**src/rtl/row_classifier_pkg.sv**
```systemverilog
// ---------------------------------------------------------------------------
// classifier_pkg : shared FSM state type and default sizing for row_classifier
// Rev 1.0
// ---------------------------------------------------------------------------
`default_nettype none

package classifier_pkg;

  localparam int NUM_ROWS_DEF = 10;
  localparam int SCORE_W_DEF  = 16;
  localparam int ROW_IDX_W    = 4;

  typedef enum logic [2:0] {
    ST_IDLE    = 3'd0,
    ST_ISSUE   = 3'd1,
    ST_WAIT    = 3'd2,
    ST_COMPARE = 3'd3,
    ST_DONE    = 3'd4
  } state_t;

endpackage

`default_nettype wire

```
**src/rtl/row_classifier.sv**
```systemverilog
// ---------------------------------------------------------------------------
// row_classifier : scans every row through the multiplier and reports argmax.
// Optional ROW_CLASSIFIER_SATURATE_EN: overflowed rows score as all-ones.
// Rev 1.0
// ---------------------------------------------------------------------------
`default_nettype none

module row_classifier
  import classifier_pkg::*;
#(
  parameter int NUM_ROWS = NUM_ROWS_DEF,
  parameter int SCORE_W  = SCORE_W_DEF
) (
  input  logic                 clk,
  input  logic                 n_rst,
  input  logic                 start,
  input  logic                 done_row,
  input  logic [SCORE_W-1:0]   row_result,
  input  logic                 overflow,
  output logic                 begin_mult,
  output logic [ROW_IDX_W-1:0] row_select,
  output logic                 busy,
  output logic                 result_valid,
  output logic [ROW_IDX_W-1:0] digit,
  output logic [SCORE_W-1:0]   max_score,
  output logic                 any_overflow
);

  localparam logic [ROW_IDX_W-1:0] LAST_ROW = ROW_IDX_W'(NUM_ROWS - 1);

  state_t                 state;
  state_t                 state_nxt;
  logic [ROW_IDX_W-1:0]   row;
  logic                   done_q;
  logic [SCORE_W-1:0]     score_q;
  logic [SCORE_W-1:0]     captured;
  logic                   done_rise;
  logic                   take_score;

  // done_q follows done_row in every state so a level left high by a
  // previous row can never look like a fresh edge.
  assign done_rise = done_row & ~done_q;

`ifdef ROW_CLASSIFIER_SATURATE_EN
  assign captured = overflow ? {SCORE_W{1'b1}} : row_result;
`else
  assign captured = row_result;
`endif

  // Strict compare keeps the lower index on ties.
  assign take_score = (row == '0) || (score_q > max_score);

  always_ff @(posedge clk or negedge n_rst) begin
    if (!n_rst) begin
      state        <= ST_IDLE;
      row          <= '0;
      done_q       <= 1'b0;
      score_q      <= '0;
      max_score    <= '0;
      digit        <= '0;
      any_overflow <= 1'b0;
    end else begin
      state  <= state_nxt;
      done_q <= done_row;
      case (state)
        ST_IDLE: begin
          if (start) begin
            row          <= '0;
            max_score    <= '0;
            digit        <= '0;
            any_overflow <= 1'b0;
          end
        end
        ST_WAIT: begin
          if (done_rise) begin
            score_q      <= captured;
            any_overflow <= any_overflow | overflow;
          end
        end
        ST_COMPARE: begin
          if (take_score) begin
            max_score <= score_q;
            digit     <= row;
          end
          if (row != LAST_ROW) begin
            row <= row + 1'b1;
          end
        end
        default: begin
        end
      endcase
    end
  end

  always_comb begin
    state_nxt    = state;
    begin_mult   = 1'b0;
    busy         = 1'b1;
    result_valid = 1'b0;
    case (state)
      ST_IDLE: begin
        busy = 1'b0;
        if (start) state_nxt = ST_ISSUE;
      end
      ST_ISSUE: begin
        begin_mult = 1'b1;
        state_nxt  = ST_WAIT;
      end
      ST_WAIT: begin
        if (done_rise) state_nxt = ST_COMPARE;
      end
      ST_COMPARE: begin
        state_nxt = (row == LAST_ROW) ? ST_DONE : ST_ISSUE;
      end
      ST_DONE: begin
        result_valid = 1'b1;
        state_nxt    = ST_IDLE;
      end
      default: begin
        busy      = 1'b0;
        state_nxt = ST_IDLE;
      end
    endcase
  end

  assign row_select = row;

endmodule

`default_nettype wire

```
**config.mk**
```make
export PLATFORM = sky130hd
export DESIGN_NAME = row_classifier
export DESIGN_NICKNAME = d
export VERILOG_FILES = /design/src/rtl/row_classifier_pkg.sv /design/src/rtl/row_classifier.sv
export SDC_FILE = /design/constraint.sdc
export NUM_CORES = 1
export LEC_CHECK = 0
export CORE_ASPECT_RATIO = 0.75
export CORE_MARGIN = 4
export CORE_UTILIZATION = 48
export CTS_BUF_LIST = sky130_fd_sc_hd__clkbuf_4
export DETAILED_ROUTE_END_ITERATION = 8
export PLACE_DENSITY = 0.79
export SYNTH_ARGS = -nofsm -noshare
export SYNTH_HDL_FRONTEND = slang
export SYNTH_SLANG_ARGS = --single-unit
```
**constraint.sdc**
```tcl
create_clock -name clk -period 1.9 [get_ports clk]
set_input_delay 0.57 -clock clk [delete_from_list [all_inputs] [get_ports clk]]
set_output_delay 0.57 -clock clk [all_outputs]
set_load 0.01 [all_outputs]
```
==> results, run 1 <==
- After the first detailed-routing iteration, the DRC count stood at between 100 and 150.
- The final net count is between 300 and 400.
- The standby leakage power is 1.77 nW.
- Counting flops and latches in the post-synthesis netlist gives between 40 and 50.
- The count of fill cells added during filler insertion is about 270.
- Ranked by instance count, the synthesized netlist is headed by sky130_fd_sc_hd__dfrtp_1 (45), sky130_fd_sc_hd__nand2_1 (25), sky130_fd_sc_hd__inv_1 (20).
- The number of sinks driven by the clock tree is 45.
- The longest clock path from root to sink contains 2 buffers.
- The fraction of layout cells with a size suffix above 1 is between 30% and 40%.
- The clock transition time at the flip-flop clock pins of the worst setup and hold paths is ~140 ps.
- Ranked by total cell area, the synthesized netlist is headed by sky130_fd_sc_hd__dfrtp_1 (47%), sky130_fd_sc_hd__ha_1 (10%), sky130_fd_sc_hd__mux2i_1 (7.1%), sky130_fd_sc_hd__nand2_1 (3.9%), sky130_fd_sc_hd__mux2_1 (3.8%).
- Each instance of the synthesized netlist takes up on average about 11 um^2.
- The run finished, with violations left.
- By area, the combinational part of the netlist is dominated by multiplexers.
- The design draws between 5 and 6 mW.
- Setup repair after global routing could not meet its margin everywhere.
- The critical path data arrival time is about 2600 ps.
- The minimum clock period after layout is between 2000 and 2500 ps.
- The count of input and output buffers is 48.
- The fraction of the mapped netlist area in compound gates is under 10%.
- The cell taking the most area after synthesis is sky130_fd_sc_hd__dfrtp_1.
- The core footprint is 4620 um^2.
- The maximum fanout along the worst path is 8.
- The sequential area share after synthesis is a little under half.
- The final count of pins violating max slew is 0.
- Summing the areas of all fa, ha and maj instances in the mapped netlist gives 9.96% of the synthesized area.
- The post-detailed-route via-to-cell ratio is 5.32.
- The setup check on the worst reg-to-reg path leaves a slack of -340 ps.
- Entering global routing, the biggest net connects 25 pins.
- The width of the die is 89.4 um.
- The delay of the slowest critical-path stage is between 400 and 500 ps.
- Yosys instantiated no cell more often than sky130_fd_sc_hd__dfrtp_1.
- Wires add up to about 6700 um.
- Counting flops with a built-in enable in the synthesized netlist gives 0.
- The placement row count is 21.
- Across the routed clock network, the largest skew measured is between 9 and 10 ps.
- The aggregate global-route resource usage is between 20% and 30%.
- The antenna violation net count after detailed routing is 0.
- On the critical path, the stage with the largest delay is an instance of sky130_fd_sc_hd__a2111o_1.
- The number of buffers created by CTS is 5.
- The die covers about 6000 um^2.
- The portion of synthesized area spent on multiplexers is 16.1%.
- The power per unit of standard cell area is between 1000 and 1500 nW/um^2.
- The leading register cell type out of synthesis is sky130_fd_sc_hd__dfrtp_1.
- At the end of routability-driven placement, the weighted congestion stood at 0.836.
- The final global-route overflow total is 0.
- The number of cells after detailed placement is ~370.
- Setup total negative slack on the finished layout was measured at -5940 ps.
- After detailed routing, the average wire length per cell comes to 16.9 um.
- Excluding fillers, the count of instances in the completed layout stands at about 400.
- The number of cells traversed by the worst register-to-register path is 9.
- The max-cap violation count is 0.
- The cell area after placement is 3330 um^2.
- Measured against its own limit, the worst slew margin works out to approximately three fifths.
- The total DRC errors in the routed layout is 0.
- The endpoint type of the worst setup path is a flop.
- The slew at the pin with the worst max-slew slack is 572 ps.
- The via count of the routed design is 2105.
- The type of the worst min-delay path is input port to asynchronous set/reset pin.
- The slack of the critical path is -338 ps.
- The die is 69.1 um tall.
- The sum of buffers and inverters on the critical path is 3.
- The post-synthesis share of cell area spent on and, or, nand and nor gates is a little under an eighth.
- The mapped cell area is around 2400 um^2.
- The endpoint of the worst register-to-register path is max_score[4].
- The final antenna diode count is 0.
- The number of antenna violations at the first check in global routing is 0.
- The peak supply drop is 1.02 mV.
- Once the floorplan was initialized, standard cells occupied 51.6% of the core.
- The insertion delay to the later sink of the worst-skew pair is between 300 and 400 ps.
- The half-perimeter wire length of the detailed placement result is roughly 4200 um.
- Yosys printed 0 warnings.
- The worst setup path is of the flop to flop kind.
- The number of nets handed over by synthesis was between 200 and 300.
- The worst register-to-register path begins at max_score[1].
- Of all flip-flops after synthesis, the portion carrying an async set or reset was 100%.
- The TritonCTS clock tree is yes.
- The maximum achievable frequency is around 0.45 GHz.
- Walking the worst path, the cells encountered are inv_2 -> ha_4 -> nor2b_1 -> o211ai_1 -> a2111o_1 -> a31oi_4 -> buf_6 -> buf_12 -> mux2i_2.
- The checks that failed: setup timing.
- The final design area excluding fillers is about 3700 um^2.
- The area fraction of the dominant cell type after synthesis is between 40% and 50%.
- The hold violation count in the final report is 0.
- After synthesis, the netlist uses 36 different library cells.
- Setup violations remaining at the end of the flow were counted as 21.
- For the worst setup path, the data required time is roughly 2200 ps.
- Of the available clock period, the critical path in the final layout requires 118%.
- Of the total synthesized cell area, the portion taken by XOR and XNOR cells is ~1.1%.
- The I/O pin count is 49.
- The first detailed-routing pass ran for 7 iterations.
- The clock tree synthesis step divided the H-tree into 2 levels.
- The number of cells produced by synthesis is approximately 220.
- The buffer type at the clock tree root is sky130_fd_sc_hd__clkbuf_4.
- The kind of cell with the highest combined delay along the critical path is compound AO/OA/AOI/OAI gates.
- The first global-routing pass estimated roughly 9900 um of wire.
- The startpoint kind of the worst setup timing path is a flop.
- The post-synthesis to final-layout area growth is 55.2%.
- The via count of the first global-routing pass is between 2000 and 2500.
flip-flops by register name, indices dropped and copies added, names as in the netlist:
signal and flops:
row_select 4, score_q 16, max_score 16, done_q 1
digit 4, state 3, any_overflow 1
how the worst max path moves through the flow:
stage	start	cells after the start	endpoint	slack [ps]
CTS	max_score[1]	9	max_score[9]	-200
finish	max_score[1]	9	max_score[4]	-340
floorplan	max_score[1]	8	digit[0]	-150
global route	max_score[1]	9	max_score[15]	-410
global placement	start	7	digit[0]	-540
detailed placement	start	8	max_score[9]	-600
stage by stage:
stage | utilization, % | hold WS, ps | setup WS [ps]
after floorplan | - | 274 | -145
after global placement | 72.0 | 505 | -545
after detailed placement | 72.0 | 511 | -596
after CTS | 74.9 | 166 | -199
after global routing | 80.1 | 173 | -410
final | 80.1 | 161 | -338
per-layer routing:
metal / vias to the layer above / routed length [um] / GRT usage [%]
met4: 0 / 156 / 8.60
met3: 13 / 438 / 4.64
met5: - / 0 / 0
met1: 1028 / 2800 / 29.0
li1: 990 / - / -
met2: 74 / 3290 / 30.7
cells by family after synthesis:
| group | Yosys count |
|---|---|
| DFF | 45 |
| muxes | 35 |
| and+or+nand+nor | 56 |
| adders and majority gates | 19 |
| buffers and inverters | 28 |
| xor gates and xnor gates | 3 |
| AOI/OAI and AO/OA | 29 |
power breakdown:
group	internal, mW	leakage [nW]	switching [mW]
Clock	0.272	0.0389	0.338
Sequential	1.27	0.578	0.262
Combinational	1.80	1.15	1.45
placed cells by master (no fill, tap or decap), types with 2 or more instances in the layout:
cell and n:
sky130_fd_sc_hd__buf_2 3, sky130_fd_sc_hd__clkbuf_4 5, sky130_fd_sc_hd__dlygate4sd2_1 13, sky130_fd_sc_hd__buf_6 6
sky130_fd_sc_hd__mux2i_2 3, sky130_fd_sc_hd__nand4_1 4, sky130_fd_sc_hd__dfrtp_1 42, sky130_fd_sc_hd__nor2_1 8
sky130_fd_sc_hd__a21oi_1 10, sky130_fd_sc_hd__nand2_1 25, sky130_fd_sc_hd__nor3_4 2, sky130_fd_sc_hd__clkdlybuf4s15_1 2
sky130_fd_sc_hd__nor3_1 5, sky130_fd_sc_hd__buf_4 72, sky130_fd_sc_hd__ha_1 10, sky130_fd_sc_hd__clkbuf_2 2
sky130_fd_sc_hd__inv_2 6, sky130_fd_sc_hd__buf_12 3, sky130_fd_sc_hd__a31oi_1 3, sky130_fd_sc_hd__mux2_4 3
sky130_fd_sc_hd__o21a_1 2, sky130_fd_sc_hd__ha_4 9, sky130_fd_sc_hd__o21ai_1 2, sky130_fd_sc_hd__mux2i_1 14
sky130_fd_sc_hd__o21ai_0 4, sky130_fd_sc_hd__xnor2_1 3, sky130_fd_sc_hd__dlymetal6s2s_1 3, sky130_fd_sc_hd__nor2b_1 2
sky130_fd_sc_hd__mux2_2 7, sky130_fd_sc_hd__mux2_1 8, sky130_fd_sc_hd__nand3_1 2, sky130_fd_sc_hd__clkdlybuf4s50_1 20
sky130_fd_sc_hd__dfrtp_2 3, sky130_fd_sc_hd__nor3b_1 4, sky130_fd_sc_hd__inv_1 14
cell type report:
class	count	area, um^2	share of cell area (%)
clock buffers	5	37.5	1.01
repair buffers	124	1060	28.7
flip-flops and latches	45	1130	30.5
multi-input cells	142	1290	34.7
inverters	20	75.1	2.03
clock inverters	3	41.3	1.11
well taps	57	71.3	1.92
timing repair:
action,in CTS,in global routing
pin swaps,6,12
gates resized for setup,33,44
endpoints found under the setup margin,45,31
buffers inserted,7,15
hold buffers,0,0
worst register-to-register path: cells and delay by family, from the launching register on:
family | cells | cell delay, ps
compound gates | 3 | 750
simple gates | 1 | 160
flops | 1 | 400
buf+inv | 3 | 390
fa+ha+maj | 1 | 270
mux | 1 | 210
Note: power is estimated with default switching activity, not from simulation.
==> run 2: changes to the inputs <==
--- a/config.mk
+++ b/config.mk
@@ -7,10 +7,9 @@
 export LEC_CHECK = 0
 export CORE_ASPECT_RATIO = 0.75
 export CORE_MARGIN = 4
-export CORE_UTILIZATION = 48
-export CTS_BUF_LIST = sky130_fd_sc_hd__clkbuf_4
+export CORE_UTILIZATION = 46
 export DETAILED_ROUTE_END_ITERATION = 8
-export PLACE_DENSITY = 0.79
+export PLACE_DENSITY = 0.76
 export SYNTH_ARGS = -nofsm -noshare
 export SYNTH_HDL_FRONTEND = slang
 export SYNTH_SLANG_ARGS = --single-unit
==> results, run 2 (synthesis gave the netlist of run 1 again) <==
- The number of buffers created by CTS is 5 (unchanged).
- The largest net degree at the start of global routing is 46 (+84%).
- The global-route wire length before repair is 9540 um (-4.0%).
- The antenna violation net count after detailed routing was 0 (unchanged).
- The total routed wirelength is 6540 um (-2.3%).
- The final antenna diode count is 0 (unchanged).
- The post-detailed-route via-to-cell ratio is 5.28 (-0.70%).
- The max-cap violation count is 0 (unchanged).
- The die height is 70.4 um (+1.9%).
- The count of final setup violators is 20 (-4.8%).
- The critical path data arrival time is 2410 ps (-140 ps).
- The slew at the pin with the worst max-slew slack is 337 ps (-235 ps).
- The maximum achievable frequency is 0.449 GHz (+0.41%).
- The count of TritonRoute iterations in the first routing pass was 4 (-3).
- Walking the worst path, the cells encountered are ha_4 -> nor2b_4 -> o211ai_1 -> a2111o_1 -> a31oi_4 -> buf_6 -> mux2_4.
- The width of the die is 91.2 um (+2.0%).
- The power per unit of standard cell area is 1440 nW/um^2 (-0.59%).
- The run finished, with violations left.
- The setup slack at placement is -566 ps (+29.8 ps).
- The library cells used most frequently in the layout, excluding fill and tap cells, are sky130_fd_sc_hd__buf_4 (64), sky130_fd_sc_hd__dfrtp_1 (42), sky130_fd_sc_hd__clkdlybuf4s50_1 (29), sky130_fd_sc_hd__nand2_1 (24), sky130_fd_sc_hd__inv_1 (19).
- The post-synthesis to final-layout area growth is 56.8%.
- The post-route total power is 5.40 mW (+0.39%).
- The peak supply drop is 0.707 mV (-30%).
- The count of fill cells added during filler insertion came to 321 (+18%).
- In the final layout, the registers with the most flip-flops are max_score: 16 flops, score_q: 16 flops.
- Setup repair after global routing could not meet its margin everywhere.
- The post-detailed-route wirelength per cell is 16.5 um (-2.1%).
- The number of sinks driven by the clock tree was 45 (unchanged).
- The placement row count is 22 (+4.8%).
- The final global-route overflow total is 0 (unchanged).
- The area of the die came to 6420 um^2 (+3.9%).
- The number of buffers inserted by hold repair at cts came to 0 (unchanged).
- The slack of the critical path is -329 ps (+9.24 ps).
- The DRC marker count from the first detailed-route iteration is 89 (-30%).
- The maximum buffer depth of the clock tree came to 2 (unchanged).
- The I/O pin count is 49 (unchanged).
- The cell sitting at the root of the clock tree is a sky130_fd_sc_hd__clkbuf_8.
- The final net count is 374 (-1.1%).
- Grouping stages by cell kind, the critical path spends the most delay in compound AO/OA/AOI/OAI gates.
- The via count of the routed design was 2085 (-0.95%).
- The insertion delay to the later sink of the worst-skew pair came to 290 ps (-100 ps).
- The number of antenna violations at the first check in global routing is 0 (unchanged).
- The critical path in this run is classified as flop to flop.
- The share of the clock period used by the worst path is 117% (-0.49 points).
- The endpoint type of the worst setup path is a flop.
- The standby leakage power is 1.84 nW (+4.1%).
- The via count of the first global-routing pass is 2095 (-0.33%).
- The delay of the slowest critical-path stage is 440 ps (+20 ps).
- The library cell used most frequently in the layout, excluding fill and tap cells, is sky130_fd_sc_hd__buf_4.
- The clock tree skew after final layout came to 7.59 ps (-2.01 ps).
- The count of input and output buffers is 48 (unchanged).
- The sum of buffers and inverters on the critical path came to 1 (-2).
- On the critical path, the stage with the largest delay is an instance of sky130_fd_sc_hd__a2111o_1.
- The minimum clock period after layout came to 2230 ps (-9.24 ps).
- The checks that failed: setup timing.
- The final count of pins violating max slew is 0 (unchanged).
- The global placer's final weighted congestion is 0.809 (-3.2%).
- The clock transition time at the flip-flop clock pins of the worst setup and hold paths was 80 ps (-60 ps).
- The type of the worst min-delay path is input port to asynchronous set/reset pin.
- The area taken by flip-flops and latches was 1130 um^2 (unchanged).
- The relative max-transition margin is 77.5% (+16 points).
- The half-perimeter wire length of the detailed placement result came to 4080 um (-3.8%).
- The worst reg-to-reg setup slack is -330 ps (about the same).
- The fraction of layout cells with a size suffix above 1 is 32.8% (-6.1 points).
- The total DRC errors in the routed layout is 0 (unchanged).
- The required time at the worst-slack endpoint is 2080 ps (-140 ps).
- The startpoint kind of the worst setup timing path is a flop.
- The effective utilization at floorplan is 48.2% (-3.4 points).
- The aggregate global-route resource usage is 18.3% (-2.5 points).
- The maximum fanout along the worst path came to 5 (-3).
- The core footprint came to 4950 um^2 (+7.1%).
- TritonCTS built the clock tree.
- The area used by multi-input combinational logic is 1230 um^2 (-4.6%).
- The CTS H-tree depth is 2 (unchanged).
- The hold violation count in the final report was 0 (unchanged).
[run 2: cell types whose count changed in the layout (fill, tap and decap cells not counted), moves of 5 or more]
cell / change
sky130_fd_sc_hd__ha_1: +5
sky130_fd_sc_hd__clkbuf_8: +5
sky130_fd_sc_hd__inv_2: -5
sky130_fd_sc_hd__ha_4: -5
sky130_fd_sc_hd__buf_4: -8
sky130_fd_sc_hd__dlygate4sd2_1: -9
sky130_fd_sc_hd__inv_1: +5
sky130_fd_sc_hd__clkbuf_4: -5
sky130_fd_sc_hd__clkdlybuf4s50_1: +9
sky130_fd_sc_hd__dlymetal6s2s_1: +7
[run 2: cell type report]
cell class,instances,share of cell area (%)
Clock buffer,8,2.14
Inverter,20,2.01
Multi-Input combinational cell,142,32.8
Sequential cell,45,30.2
Tap cell,60,2.01
Timing Repair Buffer,120,30.9
[run 2: metrics by stage]
stage | TNS [ps] | utilization, % | cells | hold slack, ps | cell area [um^2]
final | -5920 | 75.5 | 395 | 242 | 3740
after global routing | -7950 | 75.5 | 395 | 255 | 3740
after CTS | -2780 | 70.9 | 385 | 251 | 3510
after detailed placement | -15560 | 67.0 | 370 | 518 | 3320
after global placement | -13470 | 67.0 | 370 | 505 | 3320
after floorplan | -665 | - | 215 | 274 | 2390
[run 2: metal layers]
layer | vias up | routed length [um] | global-route usage [%]
li1 | 983 | - | -
met1 | 1026 | 2860 | 23.8
met2 | 67 | 3240 | 30.8
met3 | 9 | 357 | 4.52
met4 | 0 | 72 | 4.18
met5 | - | 0 | 0
[run 2: worst register-to-register path: stages, from the launching register on]
cell and delay (ps):
sky130_fd_sc_hd__dfrtp_1 430, sky130_fd_sc_hd__ha_4 290, sky130_fd_sc_hd__nor2b_4 140, sky130_fd_sc_hd__o211ai_1 110, sky130_fd_sc_hd__a2111o_1 440, sky130_fd_sc_hd__a31oi_4 250, sky130_fd_sc_hd__buf_6 160, sky130_fd_sc_hd__mux2_4 300
[run 2: final timing paths]
kind,start,to,cells after the start
max,score_q[1],digit[1],7
min,n_rst,row_select[2],2
max reg2reg,score_q[1],digit[1],7
min reg2reg,digit[2],digit[2],2
max in group asynchronous,n_rst,state[1],2
min in group clk,done_row,done_q,1
[run 2: repair_timing]
action,in CTS,in global routing
gates resized for setup,23,18
setup endpoints to repair,27,45
pin swaps,1,6
endpoints found under the hold margin,0,0
cloned,0,3
setup buffers,7,7
[run 2: report_power, final]
part	switching (mW)	total (mW)	internal (mW)	leakage, nW
Clock	0.307	0.568	0.262	0.0395
Combinational	1.44	3.32	1.88	1.22
Sequential	0.243	1.51	1.27	0.578
Total	1.99	5.40	3.41	1.84
